**src/rtl/sd_wrrmux_if.sv**
```systemverilog
`default_nettype none
// +-----------------------------------------------------------------------+
// | sd_wrrmux_if : channel-side and packet-side srdy/drdy bundle          |
// | Rev 1.0                                                               |
// +-----------------------------------------------------------------------+
interface sd_wrrmux_if #(
  parameter int WIDTH  = 8,
  parameter int INPUTS = 4,
  parameter int WT_SZ  = 4
);
  logic [INPUTS-1:0]       c_srdy;
  logic [INPUTS-1:0]       c_drdy;
  logic [WIDTH*INPUTS-1:0] c_data;
  logic [INPUTS-1:0]       c_eop;
  logic [WT_SZ*INPUTS-1:0] c_weight;
  logic                    p_srdy;
  logic                    p_drdy;
  logic [WIDTH-1:0]        p_data;
  logic                    p_eop;
  logic [INPUTS-1:0]       p_grant;

  // The mux itself: consumes channels, produces the merged stream.
  modport slave (
    input  c_srdy, c_data, c_eop, c_weight, p_drdy,
    output c_drdy, p_srdy, p_data, p_eop, p_grant
  );

  modport master (
    output c_srdy, c_data, c_eop, c_weight, p_drdy,
    input  c_drdy, p_srdy, p_data, p_eop, p_grant
  );
endinterface
`default_nettype wire

```
**src/rtl/sd_wrrmux.sv**
```systemverilog
`default_nettype none
// +-----------------------------------------------------------------------+
// | sd_wrrmux : weighted packet-aware round-robin srdy/drdy mux           |
// | Optional per-channel packet counters: SD_WRRMUX_PERF_EN   Rev 1.0     |
// +-----------------------------------------------------------------------+
module sd_wrrmux #(
  parameter int WIDTH  = 8,
  parameter int INPUTS = 4,
  parameter int WT_SZ  = 4
) (
  input  wire logic   clk,
  input  wire logic   reset,
  sd_wrrmux_if.slave  bus
`ifdef SD_WRRMUX_PERF_EN
  ,
  output logic [32*INPUTS-1:0] p_pkt_cnt
`endif
);
  localparam int ISZ = $clog2(INPUTS);

  typedef enum logic [1:0] {
    ST_IDLE  = 2'd0,
    ST_PKT   = 2'd1,
    ST_BURST = 2'd2
  } state_t;

  state_t           st_q, st_d;
  logic [ISZ-1:0]   g_q, g_d, last_q, last_d;
  logic [WT_SZ-1:0] cred_q, cred_d, cred_base, wt_g;
  logic [ISZ-1:0]   arb_start, arb_idx, gnt;
  logic             arb_hit, gnt_vld, forfeit, xfer;
  logic [WT_SZ:0]   cred_inc, wt_eff;

  // First requester strictly after 'start', wrapping; MSB flags a hit.
  function automatic logic [ISZ:0] rr_pick(input logic [INPUTS-1:0] req,
                                           input logic [ISZ-1:0]    start);
    logic [ISZ:0] res;
    int           j;
    res = '0;
    for (int i = INPUTS; i >= 1; i--) begin
      j = (int'(start) + i) % INPUTS;
      if (req[ISZ'(j)]) res = {1'b1, ISZ'(j)};
    end
    return res;
  endfunction

  always_comb begin
    forfeit   = (st_q == ST_BURST) && !bus.c_srdy[g_q];
    arb_start = (st_q == ST_BURST) ? g_q : last_q;
    {arb_hit, arb_idx} = rr_pick(bus.c_srdy, arb_start);
    gnt     = arb_idx;
    gnt_vld = arb_hit;
    if (st_q == ST_PKT || (st_q == ST_BURST && !forfeit)) begin
      gnt     = g_q;
      gnt_vld = 1'b1;
    end
  end

  always_comb begin
    bus.c_drdy  = '0;
    bus.p_grant = '0;
    bus.p_srdy  = 1'b0;
    bus.p_data  = bus.c_data[gnt*WIDTH +: WIDTH];
    bus.p_eop   = bus.c_eop[gnt];
    if (gnt_vld) begin
      bus.p_grant[gnt] = 1'b1;
      bus.c_drdy[gnt]  = bus.p_drdy;
      bus.p_srdy       = bus.c_srdy[gnt];
    end
  end

  assign xfer = bus.p_srdy & bus.p_drdy;

  always_comb begin
    st_d      = st_q;
    g_d       = g_q;
    last_d    = last_q;
    cred_d    = cred_q;
    wt_g      = bus.c_weight[gnt*WT_SZ +: WT_SZ];
    wt_eff    = (wt_g == '0) ? (WT_SZ+1)'(1) : {1'b0, wt_g};
    cred_base = forfeit ? '0 : cred_q;
    cred_inc  = {1'b0, cred_base} + (WT_SZ+1)'(1);
    // An idle burst holder gives up its turn before this cycle's arbitration.
    if (forfeit) begin
      st_d   = ST_IDLE;
      last_d = g_q;
      cred_d = '0;
    end
    if (xfer) begin
      g_d = gnt;
      if (!bus.p_eop) begin
        st_d   = ST_PKT;
        cred_d = cred_base;
      end else if (cred_inc >= wt_eff) begin
        st_d   = ST_IDLE;
        last_d = gnt;
        cred_d = '0;
      end else begin
        st_d   = ST_BURST;
        cred_d = cred_inc[WT_SZ-1:0];
      end
    end
  end

  always_ff @(posedge clk) begin
    if (!reset) begin
      st_q   <= ST_IDLE;
      g_q    <= '0;
      last_q <= ISZ'(INPUTS-1);
      cred_q <= '0;
    end else begin
      st_q   <= st_d;
      g_q    <= g_d;
      last_q <= last_d;
      cred_q <= cred_d;
    end
  end

`ifdef SD_WRRMUX_PERF_EN
  generate
    for (genvar i = 0; i < INPUTS; i++) begin : g_perf
      logic [31:0] cnt_q;
      always_ff @(posedge clk) begin
        if (!reset) begin
          cnt_q <= '0;
        end else if (xfer && bus.p_eop && gnt == ISZ'(i)) begin
          cnt_q <= cnt_q + 32'd1;
        end
      end
      assign p_pkt_cnt[i*32 +: 32] = cnt_q;
    end
  endgenerate
`endif
endmodule
`default_nettype wire
```
**src/flat_wrapper.sv**
```systemverilog
// flat-port wrapper written by rule: the top's interface ports become plain ports
module sd_wrrmux_flat 
#(
  parameter int WIDTH  = 8,
  parameter int INPUTS = 4,
  parameter int WT_SZ  = 4
)
  (clk, reset, bus_c_srdy, bus_c_data, bus_c_eop, bus_c_weight, bus_p_drdy, bus_c_drdy, bus_p_srdy, bus_p_data, bus_p_eop, bus_p_grant);
  sd_wrrmux_if #(.WIDTH(WIDTH), .INPUTS(INPUTS), .WT_SZ(WT_SZ)) bus_i ();
  input  wire logic clk;
  input  wire logic reset;
  input wire logic [$bits(bus_i.c_srdy)-1:0] bus_c_srdy;
  input wire logic [$bits(bus_i.c_data)-1:0] bus_c_data;
  input wire logic [$bits(bus_i.c_eop)-1:0] bus_c_eop;
  input wire logic [$bits(bus_i.c_weight)-1:0] bus_c_weight;
  input wire logic [$bits(bus_i.p_drdy)-1:0] bus_p_drdy;
  output wire logic [$bits(bus_i.c_drdy)-1:0] bus_c_drdy;
  output wire logic [$bits(bus_i.p_srdy)-1:0] bus_p_srdy;
  output wire logic [$bits(bus_i.p_data)-1:0] bus_p_data;
  output wire logic [$bits(bus_i.p_eop)-1:0] bus_p_eop;
  output wire logic [$bits(bus_i.p_grant)-1:0] bus_p_grant;
  assign bus_i.c_srdy = bus_c_srdy;
  assign bus_i.c_data = bus_c_data;
  assign bus_i.c_eop = bus_c_eop;
  assign bus_i.c_weight = bus_c_weight;
  assign bus_i.p_drdy = bus_p_drdy;
  assign bus_c_drdy = bus_i.c_drdy;
  assign bus_p_srdy = bus_i.p_srdy;
  assign bus_p_data = bus_i.p_data;
  assign bus_p_eop = bus_i.p_eop;
  assign bus_p_grant = bus_i.p_grant;
  sd_wrrmux #(.WIDTH(WIDTH), .INPUTS(INPUTS), .WT_SZ(WT_SZ)) u_core (.clk(clk), .reset(reset), .bus(bus_i));
endmodule
```
**config.mk**
```make
export PLATFORM = sky130hd
export DESIGN_NAME = sd_wrrmux_flat
export DESIGN_NICKNAME = d
export VERILOG_FILES = /design/src/rtl/sd_wrrmux_if.sv /design/src/rtl/sd_wrrmux.sv /design/src/flat_wrapper.sv
export SDC_FILE = /design/constraint.sdc
export NUM_CORES = 1
export LEC_CHECK = 0
export CAP_MARGIN = 20
export CORE_ASPECT_RATIO = 1.2
export CORE_MARGIN = 5
export CORE_UTILIZATION = 43
export DETAILED_ROUTE_END_ITERATION = 7
export PLACE_DENSITY = 0.82
export SLEW_MARGIN = 15
export SYNTH_ARGS = -nofsm -noshare
export SYNTH_HDL_FRONTEND = slang
export SYNTH_SLANG_ARGS = --single-unit
```
**constraint.sdc**
```tcl
create_clock -name clk -period 4.8 [get_ports clk]
set_input_delay 0.72 -clock clk [delete_from_list [all_inputs] [get_ports clk]]
set_output_delay 0.72 -clock clk [all_outputs]
set_load 0.01 [all_outputs]
```
==> flow_metrics.tcl, run 1 <==
set metrics [dict create \
    outcome "finished clean" \
    p_leak_nw 0.9632 \
    finalPower_mw 1.964 \
    async_flop_share 0 \
    fin_setup_tns_ns 0 \
    cp-end-kind "flip-flop" \
    yosysWarnings 0 \
    muxShareOfSynthArea 0.1335 \
    syn2layout_area_growth_pct 51.65 \
    synth_top_family_by_area "compound AO/OA/AOI/OAI gates" \
    firstDrtPassIters 4 \
    grt_pass1_wl_microns 9411 \
    drv_cap 0 \
    grt_pass1_vias 1975 \
    start_kind "input port" \
    portBuffers 76 \
    wire_per_inst_microns 16.17 \
    grt_overflow 0 \
    setup_violations 0 \
    grt_setup_unrepaired "no" \
    cp.arrival_ns 4.63 \
    hold_buffers 0 \
    r2r_slack_ns 0.69 \
    synth-seq-cells 10 \
    cp_max_fo 16 \
    ir_worst_vdd_mv 0.5524 \
    period_share 0.9387 \
    cts_max_level 1 \
    syn_nets 285 \
    floorplan.initialDensity 0.4397 \
    layout_commonest_cell "clkdlybuf4s50_1" \
    ioPinCount 77 \
    core_sq_um 3879 \
    fmax_ghz 0.2219 \
    hold_path.class "flip-flop to flip-flop" \
    diodes 0 \
    synthAdderAreaFrac 0.03668 \
    nNetsFinal 361 \
    globalplace.congestion 0.9183 \
    yosys.area_share.simple 0.2773 \
    synth-seq-area-share 0.1174 \
    synth_cell_type_count 65 \
    viasPerCell 5.629 \
    cts_tree "built" \
    post_cts_buffers 0 \
    worstSkewPairLatency_ns 0.24 \
    root_buffer "clkbuf_8" \
    vias 1970 \
    clk_pin_slew_ns 0.05 \
    synth_flop_cell "dfxtp_1" \
    finalWirelength_microns 5660 \
    antenna_left 0 \
    synth_compound_area_frac 0.3529 \
    core.rowCount 25 \
    drive_above_1_share 0.1115 \
    route.detailed.drc 0 \
    grt_use_total 0.2229 \
    required_ns 4.92 \
    final_cell_mix "clkdlybuf4s50_1 (76), nand2_1 (28), mux2i_1 (16)" \
    die_h_microns 78.99 \
    worstMarginPinSlew_ns 0.8589 \
    place_hpwl_microns 4599 \
    post_cts_resized 0 \
    final-hold-violation-count 0 \
    max_slew_margin 0.4239 \
    drtIter0Drc 205 \
    synthCells 221 \
    synth_xor_area_frac 0.01027 \
    slew_viol_final 0 \
    fin_crit_ns 4.506 \
    synth_edf_count 0 \
    criticalPathCategory "input port to flip-flop" \
    cts_max_path_buffers 2 \
    antenna_found_initial 0 \
    numCtsBuffers 3 \
    skew_ns 0.0008291 \
    avgSynthCellArea_sq_um 7.717 \
    grt_start_max_net_pins 30 \
    die-area_sq_um 5331 \
    fp.dieW_microns 67.49 \
    syn_area_sq_um 1705 \
    p_per_area_nw_per_um2 759.4 \
    cts.sinks 10 \
]
-- cell families (layout without fill, tap and decap cells) --
logic type | after synthesis | count (layout)
fa+ha+maj | 5 | 5
simple gates | 84 | 84
mux | 21 | 21
compound gates | 72 | 72
flops | 10 | 10
xor+xnor | 2 | 2
buf+inv | 27 | 102
-- registers in the layout (all words and copies together), names as in the netlist --
signal,cells
u_core.cred_q,4
u_core.g_q,2
u_core.last_q,2
u_core.st_q,2
-- worst max-delay path: stages --
cell and delay [ns]:
clkdlybuf4s50_1 0.48, mux4_2 0.57, a21oi_4 0.27, o221a_4 0.23, a21oi_2 0.06, buf_4 0.20
mux2i_1 0.13, mux2_2 0.28, a32o_1 0.27, ha_1 0.27, nand2b_1 0.14, a21o_1 0.17
a21oi_1 0.14, o221a_2 0.30, nor4_4 0.06, mux2_1 0.34
-- layer usage --
| metal | wire (microns) | GRT usage | part of all wire |
|---|---|---|---|
| met5 | 0 | 0 | 0 |
| met4 | 47 | 0.04868 | 0.0083 |
| met3 | 258 | 0.02970 | 0.046 |
| met2 | 3015 | 0.4031 | 0.53 |
| met1 | 2339 | 0.2719 | 0.41 |
-- final cells by class --
| class | instances | area, sq um |
|---|---|---|
| Timing Repair Buffer | 86 | 835.8 |
| Tap cell | 54 | 67.56 |
| Fill cell | 363 | 1292 |
| Sequential cell | 10 | 200.2 |
| Inverter | 12 | 45.04 |
| Multi-Input combinational cell | 184 | 1383 |
| Clock buffer | 4 | 55.05 |
-- through the flow --
step	std cells	instance area (sq um)	util	setup slack, ns	hold slack, ns
finish	350	2586	0.6668	0.2940	0.5138
global route	350	2586	0.6668	0.09408	0.5300
CTS	350	2586	0.6668	0.3098	0.5148
detailed placement	346	2531	0.6526	0.07552	0.5076
global placement	346	2531	0.6526	0.1578	0.5010
floorplan	221	1705	-	0.6421	0.4712
-- power by group --
group	switching, mW	internal, mW
sequential	0.0453	0.107
combinational	0.871	0.833
clock	0.0351	0.0723
total	0.952	1.01
-- synthesized netlist by cell type, drive strengths merged, types with 4 or more instances --
| cell type | count | area share |
|---|---|---|
| nand2 | 28 | 0.062 |
| mux2i | 16 | 0.094 |
| and2 | 15 | 0.055 |
| a211oi | 12 | 0.053 |
| inv | 12 | 0.026 |
| a31oi | 11 | 0.040 |
| buf | 10 | 0.034 |
| dfxtp | 10 | 0.12 |
| nor2 | 10 | 0.022 |
| a21oi | 8 | 0.034 |
| clkbuf | 5 | 0.011 |
| ha | 5 | 0.037 |
| nand3 | 5 | 0.015 |
| o21ai | 5 | 0.017 |
| mux2 | 4 | 0.026 |
| nand2b | 4 | 0.015 |
| o211ai | 4 | 0.018 |
-- path summary, 6_finish.rpt --
path	startpoint	to	cells past startpoint
setup / recovery	bus_c_srdy[3]	u_core.last_q[1]	16
hold / removal	u_core.cred_q[3]	u_core.cred_q[3]	2
setup reg to reg	u_core.g_q[0]	u_core.last_q[1]	15
hold reg to reg	u_core.cred_q[3]	u_core.cred_q[3]	2
Power figures use the tool's default switching activity.
==> run 2, diff against run 1 <==
- SKIP_CTS_REPAIR_TIMING: default -> 1
==> results of run 2 <==
The final DEF is identical to that of run 1; final timing and power are the same.
==> run 3, diff against run 2 <==
- SKIP_LAST_GASP: default -> 1
==> results of run 3 <==
The final DEF is identical to that of run 1; final timing and power are the same.
